### config.mk
export PLATFORM = sky130hd
export DESIGN_NAME = retospect_neuron_core_flat
export DESIGN_NICKNAME = d
export VERILOG_FILES = /design/src/rtl/retospect_neuron_pkg.sv /design/src/rtl/retospect_neuron_if.sv /design/src/rtl/retospect_weight_adder.sv /design/src/rtl/retospect_neuron_core.sv /design/src/flat_wrapper.sv
export SDC_FILE = /design/constraint.sdc
export NUM_CORES = 1
export LEC_CHECK = 0
export CAP_MARGIN = 5
export CORE_ASPECT_RATIO = 0.5
export CORE_MARGIN = 8
export CORE_UTILIZATION = 52
export CTS_CLUSTER_DIAMETER = 120
export DETAILED_ROUTE_END_ITERATION = 10
export GPL_TIMING_DRIVEN = 0
export PLACE_DENSITY = 0.95
export SKIP_CTS_REPAIR_TIMING = 1
export SYNTH_ARGS = -nofsm -noshare
export SYNTH_HDL_FRONTEND = slang
export SYNTH_SLANG_ARGS = --single-unit
### constraint.sdc
create_clock -name clk -period 21.1 [get_ports clk]
set_input_delay 4.22 -clock clk [delete_from_list [all_inputs] [get_ports clk]]
set_output_delay 4.22 -clock clk [all_outputs]
set_load 0.05 [all_outputs]
### src/rtl/retospect_neuron_pkg.sv
`default_nettype none
// ============================================================================
// Module      : retospect_neuron_pkg
// Description : Shared types and widths for the retospect LIF neuron core.
// Revision    : 1.0 - initial release
// ============================================================================
package retospect_neuron_pkg;

    localparam int W_WIDTH   = 3;  // signed synaptic weight
    localparam int UT_WIDTH  = 4;  // unsigned firing threshold
    localparam int N_INPUTS  = 4;  // spike input lines per neuron
    localparam int SUM_WIDTH = 5;  // signed weighted-sum width (-16..+12)

    typedef enum logic [1:0] {
        INTEGRATE = 2'd0,
        FIRE      = 2'd1,
        REFRACT   = 2'd2
    } state_t;

endpackage : retospect_neuron_pkg
`default_nettype wire

### src/rtl/retospect_neuron_if.sv
`default_nettype none
// ============================================================================
// Module      : retospect_neuron_if
// Description : Config, tick and spike signals between a CNB and its neuron
//               core. master = CNB/environment side, slave = neuron core.
// Revision    : 1.0 - initial release
// ============================================================================
interface retospect_neuron_if #(
    parameter int PW = 5
);
    import retospect_neuron_pkg::*;

    logic                 reset_nn;
    logic                 config_en;
    logic [N_INPUTS-1:0]  in_spike;
    logic [W_WIDTH-1:0]   w1;
    logic [W_WIDTH-1:0]   w2;
    logic [W_WIDTH-1:0]   w3;
    logic [W_WIDTH-1:0]   w4;
    logic [UT_WIDTH-1:0]  uT;
    logic [2:0]           decay_sel;
    logic [7:0]           clockbus;
    logic                 spike_out;
    logic [PW-1:0]        potential;
    logic                 refractory;
    logic [7:0]           spike_count;

    modport master (
        output reset_nn, config_en, in_spike, w1, w2, w3, w4, uT,
               decay_sel, clockbus,
        input  spike_out, potential, refractory, spike_count
    );

    modport slave (
        input  reset_nn, config_en, in_spike, w1, w2, w3, w4, uT,
               decay_sel, clockbus,
        output spike_out, potential, refractory, spike_count
    );

endinterface : retospect_neuron_if
`default_nettype wire

### src/rtl/retospect_weight_adder.sv
`default_nettype none
// ============================================================================
// Module      : retospect_weight_adder
// Description : Combinational signed sum of the weights whose input spike
//               line is set (bit i gates weight w(i+1)).
// Revision    : 1.0 - initial release
// ============================================================================
module retospect_weight_adder
    import retospect_neuron_pkg::*;
(
    input  wire logic [N_INPUTS-1:0]  in_spike,
    input  wire logic [W_WIDTH-1:0]   w1,
    input  wire logic [W_WIDTH-1:0]   w2,
    input  wire logic [W_WIDTH-1:0]   w3,
    input  wire logic [W_WIDTH-1:0]   w4,
    output      logic [SUM_WIDTH-1:0] sum
);

    logic [W_WIDTH-1:0] w_weight [N_INPUTS];

    assign w_weight[0] = w1;
    assign w_weight[1] = w2;
    assign w_weight[2] = w3;
    assign w_weight[3] = w4;

    // Sign-extend each gated weight and accumulate; 5 bits cannot overflow
    always_comb begin
        sum = '0;
        for (int i = 0; i < N_INPUTS; i++) begin
            if (in_spike[i]) begin
                sum = sum + {{(SUM_WIDTH-W_WIDTH){w_weight[i][W_WIDTH-1]}},
                             w_weight[i]};
            end
        end
    end

endmodule : retospect_weight_adder
`default_nettype wire

### src/rtl/retospect_neuron_core.sv
`default_nettype none
// ============================================================================
// Module      : retospect_neuron_core
// Description : Leaky integrate-and-fire neuron. Integrates four weighted
//               spike inputs into a clamped membrane potential, fires a
//               one-cycle registered spike at threshold uT, then sits out a
//               refractory period.
//               Optional spike counter: define RETOSPECT_SPIKE_COUNT_EN.
// Revision    : 1.0 - initial release
// ============================================================================
module retospect_neuron_core
    import retospect_neuron_pkg::*;
#(
    parameter int PW             = 5,
    parameter int REFRACT_CYCLES = 2,
    parameter int RCW            = 3
) (
    input  wire logic          clk,
    input  wire logic          reset,
    retospect_neuron_if.slave  bus
);

    localparam int            c_ext_w       = PW + 2;
    localparam logic [PW-1:0] c_pot_max     = '1;
    localparam logic [RCW-1:0] c_refract_load =
        (REFRACT_CYCLES == 0) ? '0 : RCW'(REFRACT_CYCLES - 1);

    state_t          r_state;
    logic [PW-1:0]   r_pot;
    logic [RCW-1:0]  r_cnt;
    logic            r_spike;

    logic [SUM_WIDTH-1:0] w_sum;
    logic                 w_leak;
    logic [c_ext_w-1:0]   w_next_raw;
    logic [PW-1:0]        w_next;
    logic                 w_fire;
    logic                 w_clear;

    retospect_weight_adder u_adder (
        .in_spike (bus.in_spike),
        .w1       (bus.w1),
        .w2       (bus.w2),
        .w3       (bus.w3),
        .w4       (bus.w4),
        .sum      (w_sum)
    );

    assign w_leak  = bus.clockbus[bus.decay_sel];
    assign w_clear = reset | bus.config_en | bus.reset_nn;

    // Next potential at PW+2 bits: MSB set means negative, bit PW means overflow
    always_comb begin
        w_next_raw = {2'b00, r_pot}
                   + {{(c_ext_w-SUM_WIDTH){w_sum[SUM_WIDTH-1]}}, w_sum}
                   - {{(c_ext_w-1){1'b0}}, w_leak};
        if (w_next_raw[c_ext_w-1]) begin
            w_next = '0;
        end else if (w_next_raw[PW]) begin
            w_next = c_pot_max;
        end else begin
            w_next = w_next_raw[PW-1:0];
        end
        w_fire = (w_next >= PW'(bus.uT));
    end

    // Neuron FSM with registered potential, spike and refractory counter
    always_ff @(posedge clk) begin
        if (w_clear) begin
            r_state <= INTEGRATE;
            r_pot   <= '0;
            r_spike <= 1'b0;
            r_cnt   <= '0;
        end else begin
            case (r_state)
                INTEGRATE: begin
                    if (w_fire) begin
                        r_state <= FIRE;
                        r_pot   <= '0;
                        r_spike <= 1'b1;
                    end else begin
                        r_pot   <= w_next;
                        r_spike <= 1'b0;
                    end
                end
                FIRE: begin
                    r_spike <= 1'b0;
                    r_pot   <= '0;
                    if (REFRACT_CYCLES == 0) begin
                        r_state <= INTEGRATE;
                    end else begin
                        r_state <= REFRACT;
                        r_cnt   <= c_refract_load;
                    end
                end
                REFRACT: begin
                    r_spike <= 1'b0;
                    r_pot   <= '0;
                    if (r_cnt == '0) begin
                        r_state <= INTEGRATE;
                    end else begin
                        r_cnt   <= r_cnt - RCW'(1);
                    end
                end
                default: begin
                    r_state <= INTEGRATE;
                    r_pot   <= '0;
                    r_spike <= 1'b0;
                    r_cnt   <= '0;
                end
            endcase
        end
    end

    assign bus.spike_out  = r_spike;
    assign bus.potential  = r_pot;
    assign bus.refractory = (r_state == REFRACT);

`ifdef RETOSPECT_SPIKE_COUNT_EN
    logic [7:0] r_spike_count;

    // Saturating count of FIRE entries; config_en holds it, reset_nn clears it
    always_ff @(posedge clk) begin
        if (reset) begin
            r_spike_count <= '0;
        end else if (bus.config_en) begin
            r_spike_count <= r_spike_count;
        end else if (bus.reset_nn) begin
            r_spike_count <= '0;
        end else if (r_state == INTEGRATE && w_fire && r_spike_count != 8'hFF) begin
            r_spike_count <= r_spike_count + 8'd1;
        end
    end

    assign bus.spike_count = r_spike_count;
`else
    assign bus.spike_count = 8'd0;
`endif

endmodule : retospect_neuron_core
`default_nettype wire

### src/flat_wrapper.sv
// flat-port wrapper written by rule: the top's interface ports become plain ports
module retospect_neuron_core_flat import retospect_neuron_pkg::*;
#(
    parameter int PW             = 5,
    parameter int REFRACT_CYCLES = 2,
    parameter int RCW            = 3
)
  (clk, reset, bus_reset_nn, bus_config_en, bus_in_spike, bus_w1, bus_w2, bus_w3, bus_w4, bus_uT, bus_decay_sel, bus_clockbus, bus_spike_out, bus_potential, bus_refractory, bus_spike_count);
  retospect_neuron_if #(.PW(PW)) bus_i ();
  input  wire logic clk;
  input  wire logic reset;
  input wire logic [$bits(bus_i.reset_nn)-1:0] bus_reset_nn;
  input wire logic [$bits(bus_i.config_en)-1:0] bus_config_en;
  input wire logic [$bits(bus_i.in_spike)-1:0] bus_in_spike;
  input wire logic [$bits(bus_i.w1)-1:0] bus_w1;
  input wire logic [$bits(bus_i.w2)-1:0] bus_w2;
  input wire logic [$bits(bus_i.w3)-1:0] bus_w3;
  input wire logic [$bits(bus_i.w4)-1:0] bus_w4;
  input wire logic [$bits(bus_i.uT)-1:0] bus_uT;
  input wire logic [$bits(bus_i.decay_sel)-1:0] bus_decay_sel;
  input wire logic [$bits(bus_i.clockbus)-1:0] bus_clockbus;
  output wire logic [$bits(bus_i.spike_out)-1:0] bus_spike_out;
  output wire logic [$bits(bus_i.potential)-1:0] bus_potential;
  output wire logic [$bits(bus_i.refractory)-1:0] bus_refractory;
  output wire logic [$bits(bus_i.spike_count)-1:0] bus_spike_count;
  assign bus_i.reset_nn = bus_reset_nn;
  assign bus_i.config_en = bus_config_en;
  assign bus_i.in_spike = bus_in_spike;
  assign bus_i.w1 = bus_w1;
  assign bus_i.w2 = bus_w2;
  assign bus_i.w3 = bus_w3;
  assign bus_i.w4 = bus_w4;
  assign bus_i.uT = bus_uT;
  assign bus_i.decay_sel = bus_decay_sel;
  assign bus_i.clockbus = bus_clockbus;
  assign bus_spike_out = bus_i.spike_out;
  assign bus_potential = bus_i.potential;
  assign bus_refractory = bus_i.refractory;
  assign bus_spike_count = bus_i.spike_count;
  retospect_neuron_core #(.PW(PW), .REFRACT_CYCLES(REFRACT_CYCLES), .RCW(RCW)) u_core (.clk(clk), .reset(reset), .bus(bus_i));
endmodule
==> flow_summary_export.csv, run 1 <==
group,metric,value,unit
grt,grt_usage,13.47,%
timing,min_period,10990,ps
yosys,synth.most_common_cell,"inv_1",
grt,antenna_found_initial,0,
run_status,status,"complete, no violations",
timing,hold_viol,0,
yosys,yosysTopAreaCell,"ha_1",
place,io_buffers,40,
drt,dr.pass1.iters,4,
clocking,clk_latency,240,ps
timing,setup_violations,0,
clocking,cts_buffers,3,
worst_setup_path,critPathMaxFanout,5,
timing,period_share,52.09,%
worst_setup_path,cpMostUsedCell,"ha_1",
yosys,synth_fa_ha_area_share,30.59,%
yosys,synth_compound_area_share,13.82,%
layout,nets,332,
yosys,synth_top_family_by_area,"adder cells",
clocking,cts-htree-levels,1,
timing,max_slew_margin,63.68,%
drt,highest_layer,"met4",
drt,wl_met3,150,um
yosys,synth_mux_area_share,11.47,%
layout,final_layout_size_suffix_gt1_share,10.08,%
yosys,synth_ff_type,"dfxtp_1",
yosys,synth_edf_count,0,
drt,avgRoutedWirePerCell,12.77,um
floorplan,die_width,96.90,um
layout,utilization,72.65,%
clocking,clock_path_buffers,2,
timing,tns,0,ps
worst_setup_path,cp_data_required_time,21270,ps
worst_setup_path,max_stage_delay,640,ps
hold_path,worstHoldPathType,"flop to flop",
drt,detail-route-antenna-nets,0,
drt,num_vias,1516,
yosys,synth_xor_area_share,5.147,%
drt,wl_met1,1.583,mm
yosys,synthTopCellsByCount,"37 x inv_1, 32 x ha_1, 12 x nand2_1, 12 x nor2_1, 11 x dfxtp_1",
floorplan,initial_core_util,55.51,%
yosys,synth.area.top_cells,"ha_1 24%, dfxtp_1 13%, inv_1 8.2%, fa_1 7.1%, mux2_2 5.3%",
timing,finalClockSkew,5.012,ps
clocking,clk_pin_slew,50,ps
yosys,synthCells,206,
worst_setup_path,r2r-start,"u_core.bus.potential[0]",
floorplan,ios,50,
power,ir_drop,0.00005555,V
grt,grt_pass1_wl,6.368,mm
drt,totalWireLength,3.804,mm
yosys,yosysTopAreaCellShare,23.53,%
place,dp_hpwl,3.379,mm
yosys,synth.yosys.seq_area_share,12.94,%
yosys,synthArstFlopShare,0,%
worst_setup_path,worstSetupStartpoint,"bus_in_spike[0]",
timing,fmaxAchievable,90.99,MHz
clocking,cts_tree,"built",
yosys,ys_seq_elements,11,
power,p_leak,1.063,nW
layout,syn2layout_area_growth,30.88,%
drt,drc,0,
yosys,synthSimpleGateAreaFrac,13.90,%
floorplan,die_h,56.45,um
yosys,syn_area,1702,um2
grt,grt_pass1_vias,1530,
worst_setup_path,cp-start-kind,"input pin",
floorplan,num_rows,14,
flow_run,maxCapViolCount,0,
grt,grt-ovfl-total,0,
hold_path,min_from,"u_core.r_cnt[0]",
clocking,cts_sinks,11,
worst_setup_path,arrival,11160,ps
clocking,cts_root_buf,"clkbuf_8",
timing,worst_pin_slew,540.7,ps
floorplan,core_area,3065,um2
floorplan,dieArea,5470,um2
drt,met2_length,2.038,mm
worst_setup_path,critical_path_class,"input pin to flop",
timing,maxSlewViolCount,0,
worst_setup_path,cp_slowest_cell,"fa_1",
yosys,yosysWarnings,0,
drt,initialDrtViolationCount,51,
grt,grt_max_degree,8,
drt,via_per_inst,5.087,
layout,antenna_cells,0,
timing,grt_setup_unrepaired,"false",
worst_setup_path,endpoint_kind,"flop",
power,power_density,79.24,nW/um2
yosys,synth.avg_cell_area,8.260,um2
yosys,yosysUniqueCellTypes,37,
place,globalplace.congestion,0.7224,
[worst paths after layout]
| check | end | slack, ps | depth (start not counted) |
|---|---|---|---|
| worst max-delay path | u_core.bus.potential[3] | 10110 | 31 |
| worst min-delay path | u_core.r_cnt[0] | 480 | 2 |
| worst max register to register | u_core.bus.potential[3] | 17200 | 17 |
| worst min register to register | u_core.r_cnt[0] | 480 | 2 |
[critical path: cells and delay by family]
kind	cells	cell delay, ps
AO/OA/AOI/OAI	6	970
XOR/XNOR	4	840
adder cells (fa/ha/maj)	7	2450
buffers and inverters	4	700
multiplexers	1	280
AND/OR/NAND/NOR	9	1700
[flip-flops by register name, indices dropped and copies added, names as in the netlist]
name / count
u_core.bus.potential: 5
u_core.r_cnt: 3
u_core.bus.spike_out: 1
u_core.r_state: 2
[cell type report]
class,instances,area [um2]
inverter,37,138.9
tap,40,50.05
multi-input combinational,157,1309
timing repair buffer,40,400.4
fill,240,838.3
clock buffer,4,45.04
sequential,11,220.2
buffer,9,63.81
[logic make-up after synthesis]
| kind of cell | Yosys count |
|---|---|
| mux | 16 |
| fa+ha+maj | 38 |
| flops | 11 |
| other cells | 1 |
| compound gates | 37 |
| simple gates | 47 |
| buf+inv | 46 |
| xor+xnor | 10 |
[placed cells by master (no fill, tap or decap), types with 2 or more instances in the layout]
cell and n:
a21o_1 5, buf_4 8, nand3_1 2, clkbuf_8 3
mux2i_1 6, nor2b_1 3, mux4_2 2, o21ai_0 10
nand2b_1 5, clkdlybuf4s50_1 40, ha_1 32, clkbuf_1 2
a21oi_1 10, fa_1 6, inv_1 37, nand2_1 12
nor3_1 4, xnor2_1 6, nand3b_1 3, conb_1 9
nor2_1 12, dfxtp_1 11, xor2_1 4, a31oi_1 2
mux2_2 8, o21a_1 3
[power by group]
group	internal (W)	switching, W
Sequential	0.0000223	0.000000910
Clock	0.0000133	0.00000845
Combinational	0.0000595	0.0000719
Total	0.0000952	0.0000813
[per-layer routing]
metal / vias up / track usage (%)
met4: 0 / 4.555
met3: 4 / 3.780
met1: 706 / 13.70
met2: 32 / 26.05
met5: - / 0
li1: 774 / -
[stage by stage]
step	hold WS, ps	worst slack [ps]	cells	cell area [um2]	power (W)
final	478.4	10110	298	2227	0.0001765
after floorplan	450.2	10960	214	1732	0.0001238
after CTS	479.5	10090	298	2227	0.0001771
after global placement	459.5	10090	294	2182	0.0001452
after global routing	504.6	9636	298	2227	0.0001942
after detailed placement	471.4	9893	294	2182	0.0001540
(Power assumes the default switching activity.)
==> run 2, diff against run 1 <==
--- a/config.mk
+++ b/config.mk
@@ -8,11 +8,11 @@
 export CAP_MARGIN = 5
 export CORE_ASPECT_RATIO = 0.5
 export CORE_MARGIN = 8
-export CORE_UTILIZATION = 52
+export CORE_UTILIZATION = 48
 export CTS_CLUSTER_DIAMETER = 120
 export DETAILED_ROUTE_END_ITERATION = 10
 export GPL_TIMING_DRIVEN = 0
-export PLACE_DENSITY = 0.95
+export PLACE_DENSITY = 0.92
 export SKIP_CTS_REPAIR_TIMING = 1
 export SYNTH_ARGS = -nofsm -noshare
 export SYNTH_HDL_FRONTEND = slang
==> constraint.sdc (replaced) <==
create_clock -name clk -period 10.65 [get_ports clk]
set_input_delay 2.13 -clock clk [delete_from_list [all_inputs] [get_ports clk]]
set_output_delay 2.13 -clock clk [all_outputs]
set_load 0.05 [all_outputs]
==> flow_summary_export.csv, run 2 (synthesis gave the netlist of run 1 again) <==
group,metric,value,unit
power,ir_drop,0.0001155,V
floorplan,die_h,58.10,um
clocking,clk_latency,230,ps
power,p_int,0.0001886,W
worst_setup_path,crit_buf_inv,4,
clocking,cts_root_buf,"clkbuf_8",
power,p_sw,0.0001563,W
worst_setup_path,critPathMaxFanout,5,
drt,totalWireLength,3.652,mm
drt,num_vias,1471,
layout,final_cell_mix,"40 x clkdlybuf4s50_1, 37 x inv_1, 32 x ha_1",
timing,max_slew_margin,65.19,%
timing,finalClockSkew,1.709,ps
power,seqPwrFrac,13.4,%
place,placed_area,2196,um2
place,globalplace.congestion,0.7713,
worst_setup_path,critical_path_class,"input pin to flop",
worst_setup_path,endpoint_kind,"flop",
layout,syn2layout_area_growth,31.69,%
timing,fin_ws,1756,ps
drt,initialDrtViolationCount,10,
floorplan,die_width,100.2,um
grt,grt_pass1_vias,1568,
floorplan,num_rows,15,
power,p_sw_share,45.32,%
worst_setup_path,path_delay_family,"adder cells",
floorplan,initial_core_util,49.82,%
timing,min_period,8894,ps
drt,drc,0,
power,share_comb_of_total_power,74.7,%
power,power_density,153.9,nW/um2
layout,fin_cells,309,
layout,postLayoutCellArea,2241,um2
drt,wl_met3,183,um
power,pwr-share-clk,11.9,%
worst_setup_path,cpMostUsedCell,"ha_1",
place,dp.cells,305,
timing,worst_pin_slew,518.1,ps
grt,grt_usage,13.26,%
layout,largest_reg_flops,5,
timing,grt_setup_unrepaired,"false",
clocking,cts-htree-levels,1,
worst_setup_path,max_stage_delay,640,ps
timing,setup_violations,0,
drt,wl_met1,1.535,mm
floorplan,dieArea,5822,um2
hold_path,worstHoldPathType,"flop to flop",
layout,fillers,280,
clocking,cts_buffers,3,
worst_setup_path,cp_data_required_time,10820,ps
grt,antenna_found_initial,0,
layout,final_layout_size_suffix_gt1_share,10.08,%
timing,fmaxAchievable,112.4,MHz
layout,final_common_cell,"clkdlybuf4s50_1",
layout,antenna_cells,0,
run_status,status,"complete, no violations",
grt,grt-ovfl-total,0,
drt,dr.pass1.iters,2,
worst_setup_path,arrival,9060,ps
timing,hold_viol,0,
clocking,cts_tree,"built",
clocking,clk_pin_slew,50,ps
drt,avgRoutedWirePerCell,11.82,um
power,p_leak,1.063,nW
timing,tns,0,ps
drt,via_per_inst,4.761,
timing,period_share,83.51,%
floorplan,core_area,3416,um2
timing,maxSlewViolCount,0,
place,io_buffers,40,
grt,grt_pass1_wl,6.479,mm
place,post-place-ws,1574,ps
worst_setup_path,cp_slowest_cell,"fa_1",
floorplan,ios,50,
clocking,cts_sinks,11,
grt,grt_max_degree,8,
place,dp_hpwl,3.280,mm
drt,highest_layer,"met4",
drt,met2_length,1.913,mm
flow_run,maxCapViolCount,0,
drt,detail-route-antenna-nets,0,
worst_setup_path,cp-start-kind,"input pin",
layout,nets,332,
clocking,clock_path_buffers,2,
run 2: cell counts in the layout (fill, tap and decap cells not counted):
Identical to the previous run, type by type.
run 2: cell type report:
type | instances | area [um2] | share of cell area (%)
multi-input cells | 157 | 1309 | 58.40
repair buffers | 40 | 400.4 | 17.87
flip-flops and latches | 11 | 220.2 | 9.827
inverters | 37 | 138.9 | 6.198
plain buffers | 9 | 63.81 | 2.848
well taps | 51 | 63.81 | 2.848
clock buffers | 4 | 45.04 | 2.010
run 2: metal layers:
| layer | global-route usage [%] | vias up |
|---|---|---|
| li1 | - | 773 |
| met1 | 13.75 | 671 |
| met2 | 26.46 | 25 |
| met3 | 3.461 | 2 |
| met4 | 2.340 | 0 |
| met5 | 0 | - |
run 2: final timing paths:
kind | start | end | slack (ps) | cells past startpoint
setup / recovery | bus_in_spike[0] | u_core.bus.potential[3] | 1760 | 31
hold / removal | u_core.r_cnt[0] | u_core.r_cnt[0] | 470 | 2
setup reg to reg | u_core.bus.potential[0] | u_core.bus.potential[3] | 6790 | 17
hold reg to reg | u_core.r_cnt[0] | u_core.r_cnt[0] | 470 | 2
run 2: tightest hold or removal path: cells and delay by family, from the launching register on:
family	cells	cell delay, ps
flip-flops	1	300
AND/OR/NAND/NOR	1	60
AO/OA/AOI/OAI	1	60
run 2: metrics by stage:
stage | utilization [%] | hold WS, ps | power, W
floorplan | - | 450.2 | 0.0002452
global placement | 64.29 | 459.4 | 0.0002875
detailed placement | 64.29 | 469.9 | 0.0003029
CTS | 65.60 | 477.6 | 0.0003474
global route | 65.60 | 501.2 | 0.0003826
finish | 65.60 | 473.9 | 0.0003449
run 2: power by group through the flow:
stage | combinational, W | clock (W) | sequential (W)
finish | 0.000258 | 0.0000410 | 0.0000462
global route | 0.000291 | 0.0000453 | 0.0000465
CTS | 0.000259 | 0.0000422 | 0.0000461
detailed placement | 0.000256 | 0 | 0.0000469
global placement | 0.000241 | 0 | 0.0000468
floorplan | 0.000192 | 0 | 0.0000537
==> run 3, diff against run 2 <==
--- a/config.mk
+++ b/config.mk
@@ -8,11 +8,11 @@
 export CAP_MARGIN = 5
 export CORE_ASPECT_RATIO = 0.5
 export CORE_MARGIN = 8
-export CORE_UTILIZATION = 48
+export CORE_UTILIZATION = 44
 export CTS_CLUSTER_DIAMETER = 120
 export DETAILED_ROUTE_END_ITERATION = 10
 export GPL_TIMING_DRIVEN = 0
-export PLACE_DENSITY = 0.92
+export PLACE_DENSITY = 0.89
 export SKIP_CTS_REPAIR_TIMING = 1
 export SYNTH_ARGS = -nofsm -noshare
 export SYNTH_HDL_FRONTEND = slang
==> constraint.sdc (replaced) <==
create_clock -name clk -period 7.4 [get_ports clk]
set_input_delay 1.48 -clock clk [delete_from_list [all_inputs] [get_ports clk]]
set_output_delay 1.48 -clock clk [all_outputs]
set_load 0.05 [all_outputs]
==> flow_summary_export.csv, run 3 (synthesis gave the netlist of run 1 again) <==
group,metric,value,unit
run_status,status,"complete, no violations",
place,post-place-ws,-1088,ps
power,share_comb_of_total_power,79.1,%
clocking,clk_latency,240,ps
power,p_sw_share,44.76,%
drt,initialDrtViolationCount,20,
worst_setup_path,worstSetupStartpoint,"bus_in_spike[0]",
timing,tns,0,ps
timing,fin_ws,9.091,ps
worst_setup_path,critical_path_class,"input pin to flop",
clocking,cts-htree-levels,1,
grt,grt_busiest_layer,"met2",
place,io_buffers,40,
grt,grt_pass1_wl,6.465,mm
floorplan,die_width,103.9,um
worst_setup_path,r2r_slack,3620,ps
worst_setup_path,critPathMaxFanout,4,
grt,use_met3,3.441,%
clocking,clk_pin_slew,50,ps
drt,drc,0,
power,seqPwrFrac,10.9,%
timing,grt_setup_unrepaired,"true",
power,p_leak,1.170,nW
power,pwr-share-clk,10.0,%
worst_setup_path,cp_data_required_time,7580,ps
worst_setup_path,max_stage_delay,570,ps
grt,antenna_found_initial,0,
floorplan,core_area,3804,um2
worst_setup_path,r2r-end,"u_core.bus.potential[1]",
clocking,cts_buffers,3,
timing,maxSlewViolCount,0,
drt,totalWireLength,4.350,mm
timing,finalClockSkew,0.2394,ps
timing,worst_pin_slew,540.2,ps
layout,antenna_cells,0,
worst_setup_path,r2r-start,"u_core.bus.potential[0]",
timing,period_share,99.88,%
power,p_int,0.0003380,W
layout,fin_cells,321,
place,dp.cells,308,
drt,avgRoutedWirePerCell,13.55,um
power,ir_drop,0.0001848,V
flow_run,maxCapViolCount,0,
place,dp_hpwl,3.396,mm
layout,nets,341,
grt,use_met1,12.12,%
floorplan,initial_core_util,44.74,%
grt,grt-ovfl-total,0,
drt,num_vias,1570,
place,globalplace.congestion,0.7926,
layout,final_cell_mix,"35 x inv_1, 35 x clkdlybuf4s50_1, 26 x ha_1",
clocking,cts_sinks,11,
timing,max_slew_margin,63.71,%
clocking,clock_path_buffers,2,
clocking,cts_root_buf,"clkbuf_8",
grt,grt_pass1_vias,1589,
hold_path,worstHoldPathType,"flop to flop",
worst_setup_path,crit_end,"u_core.bus.potential[1]",
drt,dr.pass1.iters,4,
layout,syn2layout_area_growth,47.57,%
worst_setup_path,cp-start-kind,"input pin",
timing,min_period,7391,ps
place,placed_area,2200,um2
hold_path,min_from,"u_core.r_cnt[0]",
layout,postLayoutCellArea,2511,um2
grt,grt_usage,12.19,%
floorplan,num_rows,16,
power,p_sw,0.0002739,W
clocking,cts_tree,"built",
worst_setup_path,arrival,7570,ps
floorplan,die_h,59.98,um
drt,detail-route-antenna-nets,0,
timing,setup_violations,0,
floorplan,ios,50,
layout,largest_reg_flops,5,
timing,hold_viol,0,
worst_setup_path,endpoint_kind,"flop",
worst_setup_path,rr_worst_depth,17,
layout,utilization,66.02,%
grt,grt_max_degree,8,
power,power_density,243.7,nW/um2
floorplan,dieArea,6234,um2
timing,fmaxAchievable,135.3,MHz
layout,final_layout_size_suffix_gt1_share,24.72,%
worst_setup_path,cp_slowest_cell,"fa_1",
grt,use_met2,26.00,%
drt,via_per_inst,4.891,
run 3: area by class of cell:
| cell class | count | area (um2) |
|---|---|---|
| multi-input cells | 157 | 1490 |
| fillers | 291 | 1292 |
| repair buffers | 49 | 485.5 |
| flip-flops and latches | 11 | 220.2 |
| inverters | 37 | 138.9 |
| well taps | 54 | 67.56 |
| plain buffers | 9 | 63.81 |
| clock buffers | 4 | 45.04 |
run 3: critical path: cells and delay by family:
kind                       cells  cell delay [ps]
AOI/OAI and AO/OA              7             1110
and+or+nand+nor                7             1210
muxes                          1              280
adders and majority gates      7             2220
buffers and inverters          6              510
xor gates and xnor gates       4              750
run 3: through the flow:
stage / hold slack, ps / power [W]
2_1_floorplan: 450.2 / 0.0003530
3_3_place_gp: 460.0 / 0.0004153
3_5_place_dp: 470.4 / 0.0004355
4_1_cts: 479.9 / 0.0005024
5_1_grt: 505.4 / 0.0006719
6_report: 478.5 / 0.0006119
run 3: power groups by stage:
| stage | registers [W] | logic [W] | clock network [W] |
|---|---|---|---|
| after floorplan | 0.0000772 | 0.000276 | 0 |
| after global placement | 0.0000673 | 0.000348 | 0 |
| after detailed placement | 0.0000676 | 0.000368 | 0 |
| after CTS | 0.0000664 | 0.000373 | 0.0000634 |
| after global routing | 0.0000669 | 0.000538 | 0.0000672 |
| final | 0.0000665 | 0.000484 | 0.0000612 |
run 3: routing by layer:
metal	up-vias	wire length [um]	part of all wire (%)
met2	34	2296	53
met3	12	189	4.3
met5	-	0	0
met4	0	148	3.4
li1	792	-	-
met1	732	1716	39
run 3: worst min path at each step:
stage / to / slack (ps) / depth (start not counted)
global placement: u_core.r_cnt[0] / 460 / 2
floorplan: u_core.r_cnt[0] / 450 / 2
global route: u_core.r_cnt[0] / 510 / 2
finish: u_core.r_cnt[0] / 480 / 2
CTS: u_core.r_cnt[0] / 480 / 2
detailed placement: u_core.r_cnt[0] / 470 / 2
